**src/rtl/rr_arbiter.sv**
```systemverilog
// rr_arbiter: N-way request arbiter with registered one-hot grant.
//   MODE = 0 : fixed priority, highest-indexed request wins.
//   MODE = 1 : round robin, search starts at r_ptr and wraps.
//   HOLD = 1 : a granted requester keeps the grant while its req stays high.
// Ports:
//   clock     - rising-edge clock
//   reset     - synchronous active-high reset
//   en        - arbitration enable; low clears the grant, pointer kept
//   req[N]    - request vector, bit i = requester i
//   gnt[N]    - registered one-hot (or zero) grant
//   gnt_valid - registered, high iff gnt != 0
//   gnt_idx   - registered binary index of the grant, 0 when idle
//   req_up    - combinational en & |req
module rr_arbiter #(
   parameter int N    = 4,
   parameter int MODE = 1,
   parameter int HOLD = 0,
   localparam int IW  = $clog2(N)
) (
   input  logic          clock,
   input  logic          reset,
   input  logic          en,
   input  logic [N-1:0]  req,
   output logic [N-1:0]  gnt,
   output logic          gnt_valid,
   output logic [IW-1:0] gnt_idx,
   output logic          req_up
);

   localparam logic [N-1:0] ONE = {{(N-1){1'b0}}, 1'b1};

   logic [N-1:0]  r_gnt;
   logic          r_vld;
   logic [IW-1:0] r_idx;
   logic [IW-1:0] r_ptr;

   logic          w_any;
   logic          w_hold;
   logic [IW-1:0] w_win;

   assign w_any  = |req;
   assign req_up = en & w_any;

   // Holding only applies while the current owner is still requesting.
   assign w_hold = (HOLD != 0) && r_vld && en && req[r_idx];

   always_comb begin : pick
      logic          found;
      logic [IW-1:0] cand;
      w_win = '0;
      found = 1'b0;
      cand  = '0;
      if (MODE == 0) begin
         // Ascending scan; the last hit is the highest index.
         for (int i = 0; i < N; i++)
            if (req[i]) w_win = IW'(i);
      end else begin
         // N is a power of two, so IW-bit addition wraps modulo N.
         for (int k = 0; k < N; k++) begin
            cand = r_ptr + IW'(k);
            if (!found && req[cand]) begin
               w_win = cand;
               found = 1'b1;
            end
         end
      end
   end

   always_ff @(posedge clock) begin
      if (reset) begin
         r_gnt <= '0;
         r_vld <= 1'b0;
         r_idx <= '0;
         r_ptr <= '0;
      end else if (!en || (!w_hold && !w_any)) begin
         r_gnt <= '0;
         r_vld <= 1'b0;
         r_idx <= '0;
      end else if (!w_hold) begin
         r_gnt <= ONE << w_win;
         r_vld <= 1'b1;
         r_idx <= w_win;
         r_ptr <= (MODE == 0) ? '0 : w_win + IW'(1);
      end
      // Held grant: state left untouched, pointer does not advance.
   end

   assign gnt       = r_gnt;
   assign gnt_valid = r_vld;
   assign gnt_idx   = r_idx;

endmodule

```
**config.mk**
```make
export PLATFORM = sky130hd
export DESIGN_NAME = rr_arbiter
export DESIGN_NICKNAME = d
export VERILOG_FILES = /design/src/rtl/rr_arbiter.sv
export SDC_FILE = /design/constraint.sdc
export NUM_CORES = 1
export LEC_CHECK = 0
export CORE_AREA = 4 4 41 43
export CTS_BUF_LIST = sky130_fd_sc_hd__clkbuf_2
export CTS_CLUSTER_SIZE = 28
export DETAILED_ROUTE_END_ITERATION = 6
export DIE_AREA = 0 0 45 47
export PLACE_DENSITY = 0.61
export SKIP_CTS_REPAIR_TIMING = 1
export SKIP_LAST_GASP = 1
export SLEW_MARGIN = 20
export SYNTH_ARGS = -nofsm -noshare
export SYNTH_HDL_FRONTEND = slang
export SYNTH_SLANG_ARGS = --single-unit
```
**constraint.sdc**
```tcl
create_clock -name clock -period 1.2 [get_ports clock]
set_input_delay 0.24 -clock clock [delete_from_list [all_inputs] [get_ports clock]]
set_output_delay 0.24 -clock clock [all_outputs]
set_load 0.02 [all_outputs]
```
; ---- Yosys cells after proc, flatten, opt, wreduce, memory -nomap -nowiden
; Index checks and enable logic that the tools add are counted.
[word_totals]
regBits = 9
inputBits = 7
elab_cells = 41
[classes]
addsub = 4
magnitude_cmp = 4
shift = 1
mux = 16
bitwise_logic = 1
n_reduce_logical = 11
[ops]
columns = op, count
row1 = < comparator 2 x 3 -> 1 bit (second input constant), 4
row2 = binary-select mux 1 bit (select 2 bit), 4
row3 = two-way mux 1 bit, 8
row4 = two-way mux 2 bit, 4
row5 = logical NOT 1 bit, 5
row6 = adder 2 x 1 -> 2 bit (second input constant), 2
row7 = adder 2 bit (second input constant), 2
row8 = OR reduction 4 bit, 1
row9 = left shift 1 x 2 -> 4 bit (first input constant), 1
row10 = logical AND 1 bit, 3
row11 = OR reduction 2 bit, 1
row12 = AND 1 bit, 1
row13 = logical OR 1 bit, 1

; ---- Depth between registers and ports, before layout
; Gate-level depths: netlist of run 1.
[logic_depth]
word_depth = 13
mapped_depth = 5
mapped_depth_nobuf = 5

; ---- Worst setup path before layout of run 1
; No wires, ideal clock.
[synth_path]
kind = input to register
from = input req[1]
to = register r_gnt[3], in the netlist gnt[3]
setup_ns = 0.124
arrival_time_ns = 1.150
required_ns = 1.076
path_slack_ns = -0.074
stages = 4
cell_sequence = o41a_1 > nor2b_2 > nand2b_1 > nor2_1
[synth_via]
elab_chain_cells = 13
[synth_lines]
columns = item, line
row1 = start: declaration, 23  ; input logic [N-1:0] req,
row2 = binary-select mux 1 bit (select 2 bit), 61  ; if (!found && req[cand]) begin
row3 = two-way mux 1 bit (implied by the code), 61
row4 = two-way mux 1 bit, 61
row5 = logical NOT 1 bit, 61
row6 = logical AND 1 bit, 61
row7 = two-way mux 1 bit, 61
row8 = logical NOT 1 bit, 61
row9 = logical AND 1 bit, 61
row10 = two-way mux 1 bit, 61
row11 = logical NOT 1 bit, 61
row12 = logical AND 1 bit, 61
row13 = two-way mux 2 bit, 61
row14 = left shift 1 x 2 -> 4 bit, 80  ; r_gnt <= ONE << w_win;
row15 = end signal: assignment, 80
row16 = end: declaration, 32  ; logic [N-1:0] r_gnt;
; Several ways; a longest one is shown, not always the timed one. The select of a mux whose other input is x is not followed.
; A chain may end at the register's enable or synchronous reset.

; ---- Final worst setup path of run 1
[layout_path]
from = input req[1]
to = output req_up
[layout_via]
elab_chain_cells = 2
[layout_lines]
columns = item, line
row1 = OR reduction 4 bit, 41  ; assign w_any = |req;
row2 = AND 1 bit, 42  ; assign req_up = en & w_any;
row3 = end: declaration, 27  ; output logic req_up
; Every way passes these cells.

==> results of run 1 <==
-- area by class of cell --
type	instances	area, µm²
Clock buffer	4	20.0
Fill cell	118	599
Inverter	1	3.75
Multi-Input combinational cell	25	243
Sequential cell	9	181
Tap cell	15	18.8
Timing Repair Buffer	22	235
-- final timing paths --
kind / from / to / slack, ns / cells after the start
worst min register to register: r_ptr[0]$_SDFFE_PP0P_ / r_ptr[0]$_SDFFE_PP0P_ / 0.52 / 2
worst max register to register: r_ptr[0]$_SDFFE_PP0P_ / r_ptr[1]$_SDFFE_PP0P_ / -0.02 / 5
worst max-delay path: req[1] / req_up / -0.02 / 3
worst min-delay path: req[1] / gnt[2]$_SDFF_PP0_ / 0.50 / 5
-- logic make-up after synthesis --
group | share of synthesized area
multiplexers | 0.0261
AO/OA/AOI/OAI | 0.254
AND/OR/NAND/NOR | 0.218
XOR/XNOR | 0.0228
flip-flops | 0.469
buffers and inverters | 0.00976
-- sequential cells by signal, summed over array words and instances, names as in the netlist --
signal,flops
gnt_valid,1
r_ptr,2
gnt_idx,2
gnt,4
-- cells in the mapped netlist (all sizes together) --
master | count | share of area
o41a | 1 | 0.029
nor2 | 6 | 0.059
o21ai | 1 | 0.013
dfxtp | 9 | 0.47
nor2b | 2 | 0.039
o32a | 1 | 0.029
mux2i | 1 | 0.026
inv | 1 | 0.0098
xnor2 | 1 | 0.023
o211ai | 1 | 0.033
and2b | 2 | 0.046
a211oi | 1 | 0.033
a21oi | 1 | 0.023
nand2 | 1 | 0.0098
o32ai | 1 | 0.072
a21o | 1 | 0.023
and2 | 1 | 0.016
nand2b | 3 | 0.049
-- per-layer routing --
layer / GRT usage / vias to the layer above / wire length (µm)
li1: - / 173 / -
met1: 0.104 / 154 / 378
met2: 0.155 / 7 / 409
met3: 0.0345 / 0 / 41
met4: 0.0351 / 0 / 0
met5: 0 / - / 0
-- per-stage QoR --
| stage | utilization | power [mW] | hold WS (ns) |
|---|---|---|---|
| 6_report | 0.539 | 0.752 | 0.505 |
| 4_1_cts | 0.483 | 0.730 | 0.552 |
| 5_1_grt | 0.539 | 0.795 | 0.529 |
| 2_1_floorplan | - | 0.446 | 0.305 |
| 3_3_place_gp | 0.467 | 0.543 | 0.509 |
| 3_5_place_dp | 0.467 | 0.544 | 0.530 |
-- worst max-delay path, cell delays in order --
cell	delay (ns)
sky130_fd_sc_hd__dlymetal6s2s_1	0.13
sky130_fd_sc_hd__o41a_1	0.46
sky130_fd_sc_hd__buf_6	0.15
-- power by group through the flow --
stage | combinational, mW | clock (mW) | sequential [mW]
global route | 0.252 | 0.210 | 0.333
finish | 0.232 | 0.191 | 0.329
detailed placement | 0.209 | 0 | 0.335
CTS | 0.210 | 0.192 | 0.328
floorplan | 0.0941 | 0 | 0.352
global placement | 0.209 | 0 | 0.334
==> results.md, run 1 <==
- The flow ran to the end, but the final reports show violations.
- The worst setup slack after layout is -0.0202 ns.
- Prior to clock tree synthesis, the placed netlist has a worst setup slack of -0.693 ns.
- At the end of the flow, the number of nets in the layout was 69.
- The die footprint is 2120 µm².
- Summed over all layers, the routed wires come to slightly above 800 µm.
- The maximum vdd ir drop is 0.665 mV.
- The count of endpoints failing setup in the final report is 2.
- In this run the tightest slew margin relative to its limit is 0.849.
- The hold violation count in the final report is 0.
- At the worst endpoint, the arrival time is between 0.9 and 1 ns.
- The first-pass GRT wire length is around 1.4 mm.
- For this run, the register share of the synthesized area comes to 0.469.
- Summing all non-filler instances in the final layout gives an area of approximately 700 µm².
- The HPWL after detailed placement is approximately 630 µm.
- The mean cell area of the mapped netlist is about 11 µm².
- The number of antenna diodes is 0.
- The clock drives 9 sinks.
- The routed length per placed instance is approximately 11 µm.
- The count of warnings emitted by yosys is 0.
- The cell area after synthesis is 384 µm².
- The share of layout cells above drive strength 1 is 0.443.
- The clock-pin slew reported for the worst setup and hold paths after clock tree synthesis is around 0.10 ns.
- The routed layout has approximately 330 vias.
- The clock skew after layout is between 0.004 and 0.005 ns.
- The DRC violations left is 0.
- At the pin with the least slew margin, the transition time is 0.226 ns.
- At the end of routability-driven placement, the weighted congestion stood at roughly 0.64.
- In the routed layout, each cell is associated on average with a via count of ~4.4.
- The clock insertion delay at the later pin of the skew report is about 0.23 ns.
- Adding up every negative setup slack in the final design gives -0.0376 ns.
- Cell internal power was estimated by the tool at about 540 µW.
- Counting flops and latches in the post-synthesis netlist gives 9.
- The leakage power is around 0.45 nW.
- The leftover overflow at the end of global routing is 0.
- The number of buffers added by the clock tree synthesis step is 3.
- The via count of the first global-routing pass is 366.
- The register share of total power is 0.438.
- Measured along the y axis, the die boundary spans ~47 µm.
- The initial antenna violation count is 0.
- In the finished design, the share of the clock period the worst path needs comes to 1.02.
- The nature of the critical path startpoint is a primary input.
- Port buffering added 14 buffers.
- Synthesis produced a netlist with a net count of 42.
- The growth of design area from synthesis to finish is 82.7%.
- The maximum clock insertion buffer count is 2.
- The initial cell density of the core is 0.295.
- Data on the critical path is required at its endpoint by approximately 0.96 ns.
- Entering global routing, the biggest net connects 6 pins.
- The count of standard-cell rows is 13.
- The depth of the CTS H-tree is 1.
- Once placement completed, the tool counted placed cells totaling 72.
- The worst hold path belongs to the class primary input to flop.
- The core footprint is 1300 µm².
- Setup repair after global routing could not meet its margin everywhere.
- The overall global routing resource usage is 0.0913.
- From left edge to right edge, the die measures around 45 µm.
- The final cell count without fillers is 76.
- The number of ports placed on the die boundary is 15.
- The worst path in the final design needs a cycle of around 1.2 ns, including I/O delays and setup.
- The netlist uses 20 different library cells.
- The checks that failed: setup timing.
- The placed instances occupy a cell area of just over 600 µm².
- TritonCTS built the clock tree.
- The peak fanout along the critical path is 2.
- Of the total power, the share spent switching nets is 0.286.
- The number of pins exceeding their max-slew limit in the final report was 0.
- Based on the critical path, the design can be clocked at up to roughly 820 MHz.
- The count of nets left with antenna violations after detail routing is 0.
- The ratio of total power to cell area is 1070 nW/µm².
- The share of total power dissipated in the clock network is 0.254.
- The library cells used most frequently in the layout, excluding fill and tap cells, are 12 x sky130_fd_sc_hd__dlymetal6s2s_1, 8 x sky130_fd_sc_hd__dfxtp_1, 7 x sky130_fd_sc_hd__buf_4, 5 x sky130_fd_sc_hd__nor2_1, 4 x sky130_fd_sc_hd__clkbuf_2.
- The count of mapped cells out of synthesis is 35.
- The detailed-routing iteration count for the pre-antenna-repair pass is 2.
- After the first detailed-routing iteration, the DRC count stood at 5.
- The library cell used most frequently in the layout, excluding fill and tap cells, is sky130_fd_sc_hd__dlymetal6s2s_1.
- The kind of critical path is primary input to primary output.
- The logic gate share of total power is 0.309.
- The endpoint type of the worst setup path is a primary output.
- Summed over all nets, the switching power comes to 215 µW.
- In this run the clock root is driven by a sky130_fd_sc_hd__clkbuf_2.
- The tool flagged a number of max-cap violations equal to 0.
Power figures use the tool's default switching activity.
==> run 2: changes to the inputs <==
Settings changed: ABC_AREA set to 0, CORE_AREA 4 4 41 43 to 2 2 39 41, DIE_AREA 0 0 45 47 to 0 0 41 43, RECOVER_POWER set to 50.
==> results.md, run 2 (synthesis gave the netlist of run 1 again) <==
- The total wire length is roughly 750 µm.
- Of the total power, the share spent switching nets is 0.275.
- The final weighted congestion in routability-driven placement is around 0.64.
- The clock-pin slew reported for the worst setup and hold paths after clock tree synthesis is ~0.08 ns.
- The TritonCTS clock tree is built.
- Clock tree synthesis selected as its root buffer the cell sky130_fd_sc_hd__clkbuf_2.
- The number of buffers added by the clock tree synthesis step is 3.
- The total of buffers placed on input and output ports is 14.
- The first-pass GRT wire length is slightly above 1 mm.
- Clock skew on the completed layout was measured at 0.00106 ns.
- After routing the design area is between 600 and 700 µm².
- The number of ports placed on the die boundary is 15.
- For this run the aggregate overflow at the end of global routing stands at 0.
- The via count of the first global-routing pass is around 270.
- The number of antenna diodes is 0.
- The die covers around 1800 µm².
- The share of layout cells above drive strength 1 is 0.452.
- Setup repair after global routing could not meet its margin everywhere.
- Walking the worst path, the cells encountered are and2b_4 -> o21ai_2 -> o211ai_2 -> buf_4 -> mux2i_1 -> nor2_1.
- The worst path in the final design needs a cycle of 1.23 ns, including I/O delays and setup.
- Derived from the worst setup path, the maximum achievable clock frequency is 810 MHz.
- The DRC violations left is 0.
- In this run the worst hold path is classified as flop to flop.
- Of the total power, the clock network draws 0.249.
- Dividing total power by cell area gives a power density of ~1100 nW/µm².
- At the pin with the least slew margin, the transition time is around 0.28 ns.
- The die outline height is approximately 43 µm.
- The checks that failed: setup timing.
- Excluding fillers, the count of instances in the completed layout stands at about 80.
- The growth of design area from synthesis to finish is 72.6%.
- The switching power is between 200 and 250 µW.
- Leaving out fill and tap cells, the most frequent cells in the layout are 8 x sky130_fd_sc_hd__dfxtp_1, 8 x sky130_fd_sc_hd__buf_4, 7 x sky130_fd_sc_hd__dlymetal6s2s_1, 6 x sky130_fd_sc_hd__nor2_1, 5 x sky130_fd_sc_hd__clkbuf_1.
- The critical path in this run is classified as flop to flop.
- The pre-antenna-repair detailed-routing pass consisted of 4 iterations.
- The stage delay of the slowest cell on the critical path is roughly 0.34 ns.
- STA classifies the critical path startpoint as a flop.
- The master of the slowest instance on the critical path is sky130_fd_sc_hd__dfxtp_2.
- For this configuration, the core starts out at a cell density of 0.278.
- The count of standard-cell rows is 14.
- The number of violations reported at the end of detailed-routing iteration 0 is 1.
- The number of pins exceeding their max-slew limit in the final report is 0.
- The critical path data arrival time is approximately 1.4 ns.
- Entering global routing, the biggest net connects 6 pins.
- The routed length per placed instance is around 9.6 µm.
- The core region is approximately 1400 µm².
- The flow ran to the end, but the final reports show violations.
- The depth of the CTS H-tree is 1.
- The initial antenna violation count is 0.
- The category of cells accounting for the largest share of critical-path delay is flip-flops.
- The clock sink count is 9.
- The clock insertion delay at the later pin of the skew report is around 0.23 ns.
- The overall global routing resource usage is 0.0859.
- The headroom to the max-slew limit is 0.817.
- The HPWL after detailed placement is approximately 570 µm.
- The number of buffers and inverters on the critical path is 1.
- The max-capacitance violation count is 0.
- The placed instances occupy a cell area of between 600 and 700 µm².
- Once placement completed, the tool counted placed cells totaling 73.
- The register with the most flip-flops in the layout has 4 of them.
- The maximum vdd ir drop is approximately 0.6 mV.
- The endpoint required time on the critical path is approximately 1.3 ns.
- The internal power of the cells totals ~530 µW.
- The number of vias per cell is ~4.3.
- Dividing the final minimum period by the clock period gives 1.03.
- The count of nets left with antenna violations after detail routing is 0.
- The endpoint type of the worst setup path is a flop.
- Of the total power, registers draw 0.447.
- Detailed routing inserted a total of roughly 340 vias.
- Counting along the longest clock path gives a buffer depth of 2.
- Of the total power, combinational logic draws 0.304.
- Setup violations remaining at the end of the flow were counted as 3.
- The leakage power is 0.354 nW.
- The worst setup slack after layout is -0.0343 ns.
- The floorplan step set the die width to around 41 µm.
- The peak fanout along the critical path is 4.
- The net count of the finished layout is 70.
- The share of the core filled with cells is 0.479.
- The hold violation count in the final report was 0.
-- run 2: layout make-up --
class	count	area (µm²)
Clock buffer	4	20.0
Fill cell	137	721
Inverter	1	3.75
Multi-Input combinational cell	25	239
Sequential cell	9	181
Tap cell	16	20.0
Timing Repair Buffer	23	199
-- run 2: power by group through the flow --
stage / clock network (mW) / registers [mW] / logic [mW]
2_1_floorplan: 0 / 0.352 / 0.0941
3_3_place_gp: 0 / 0.334 / 0.208
3_5_place_dp: 0 / 0.334 / 0.208
4_1_cts: 0.192 / 0.327 / 0.209
5_1_grt: 0.211 / 0.332 / 0.240
6_report: 0.183 / 0.329 / 0.224
-- run 2: tightest hold or removal path, delay by kind of cell (launching register included) --
kind             cells  cell delay (ns)
DFF                  1             0.34
muxes                1             0.06
and+or+nand+nor      1             0.07
-- run 2: final timing paths --
check                              from                     to  slack [ns]  cells after the start
setup / recovery  r_ptr[0]$_SDFFE_PP0P_  r_ptr[0]$_SDFFE_PP0P_       -0.03                      6
hold / removal    r_ptr[0]$_SDFFE_PP0P_  r_ptr[0]$_SDFFE_PP0P_        0.50                      2
setup reg to reg  r_ptr[0]$_SDFFE_PP0P_  r_ptr[0]$_SDFFE_PP0P_       -0.03                      6
hold reg to reg   r_ptr[0]$_SDFFE_PP0P_  r_ptr[0]$_SDFFE_PP0P_        0.50                      2
-- run 2: per-layer routing --
| layer | track usage | wire (µm) |
|---|---|---|
| met5 | 0 | 0 |
| met4 | 0.0200 | 0 |
| met3 | 0.0471 | 63 |
| met2 | 0.119 | 359 |
| met1 | 0.115 | 329 |
-- run 2: metrics by stage --
step                      power [mW]  TNS [ns]  hold WS, ns  setup slack, ns
after CTS                      0.728     -3.90        0.533           -0.727
after global placement         0.542     -4.85        0.510           -0.716
after global routing           0.783    -0.283        0.540           -0.110
final                          0.737   -0.0867        0.503          -0.0343
after detailed placement       0.543     -4.87        0.513           -0.715
after floorplan                0.446    -0.134        0.305          -0.0386
==> run 3: changes to the inputs <==
Settings changed: CTS_CLUSTER_SIZE 28 to 30.
==> results of run 3 <==
No change in the layout: final DEF, timing and power equal those of run 2.
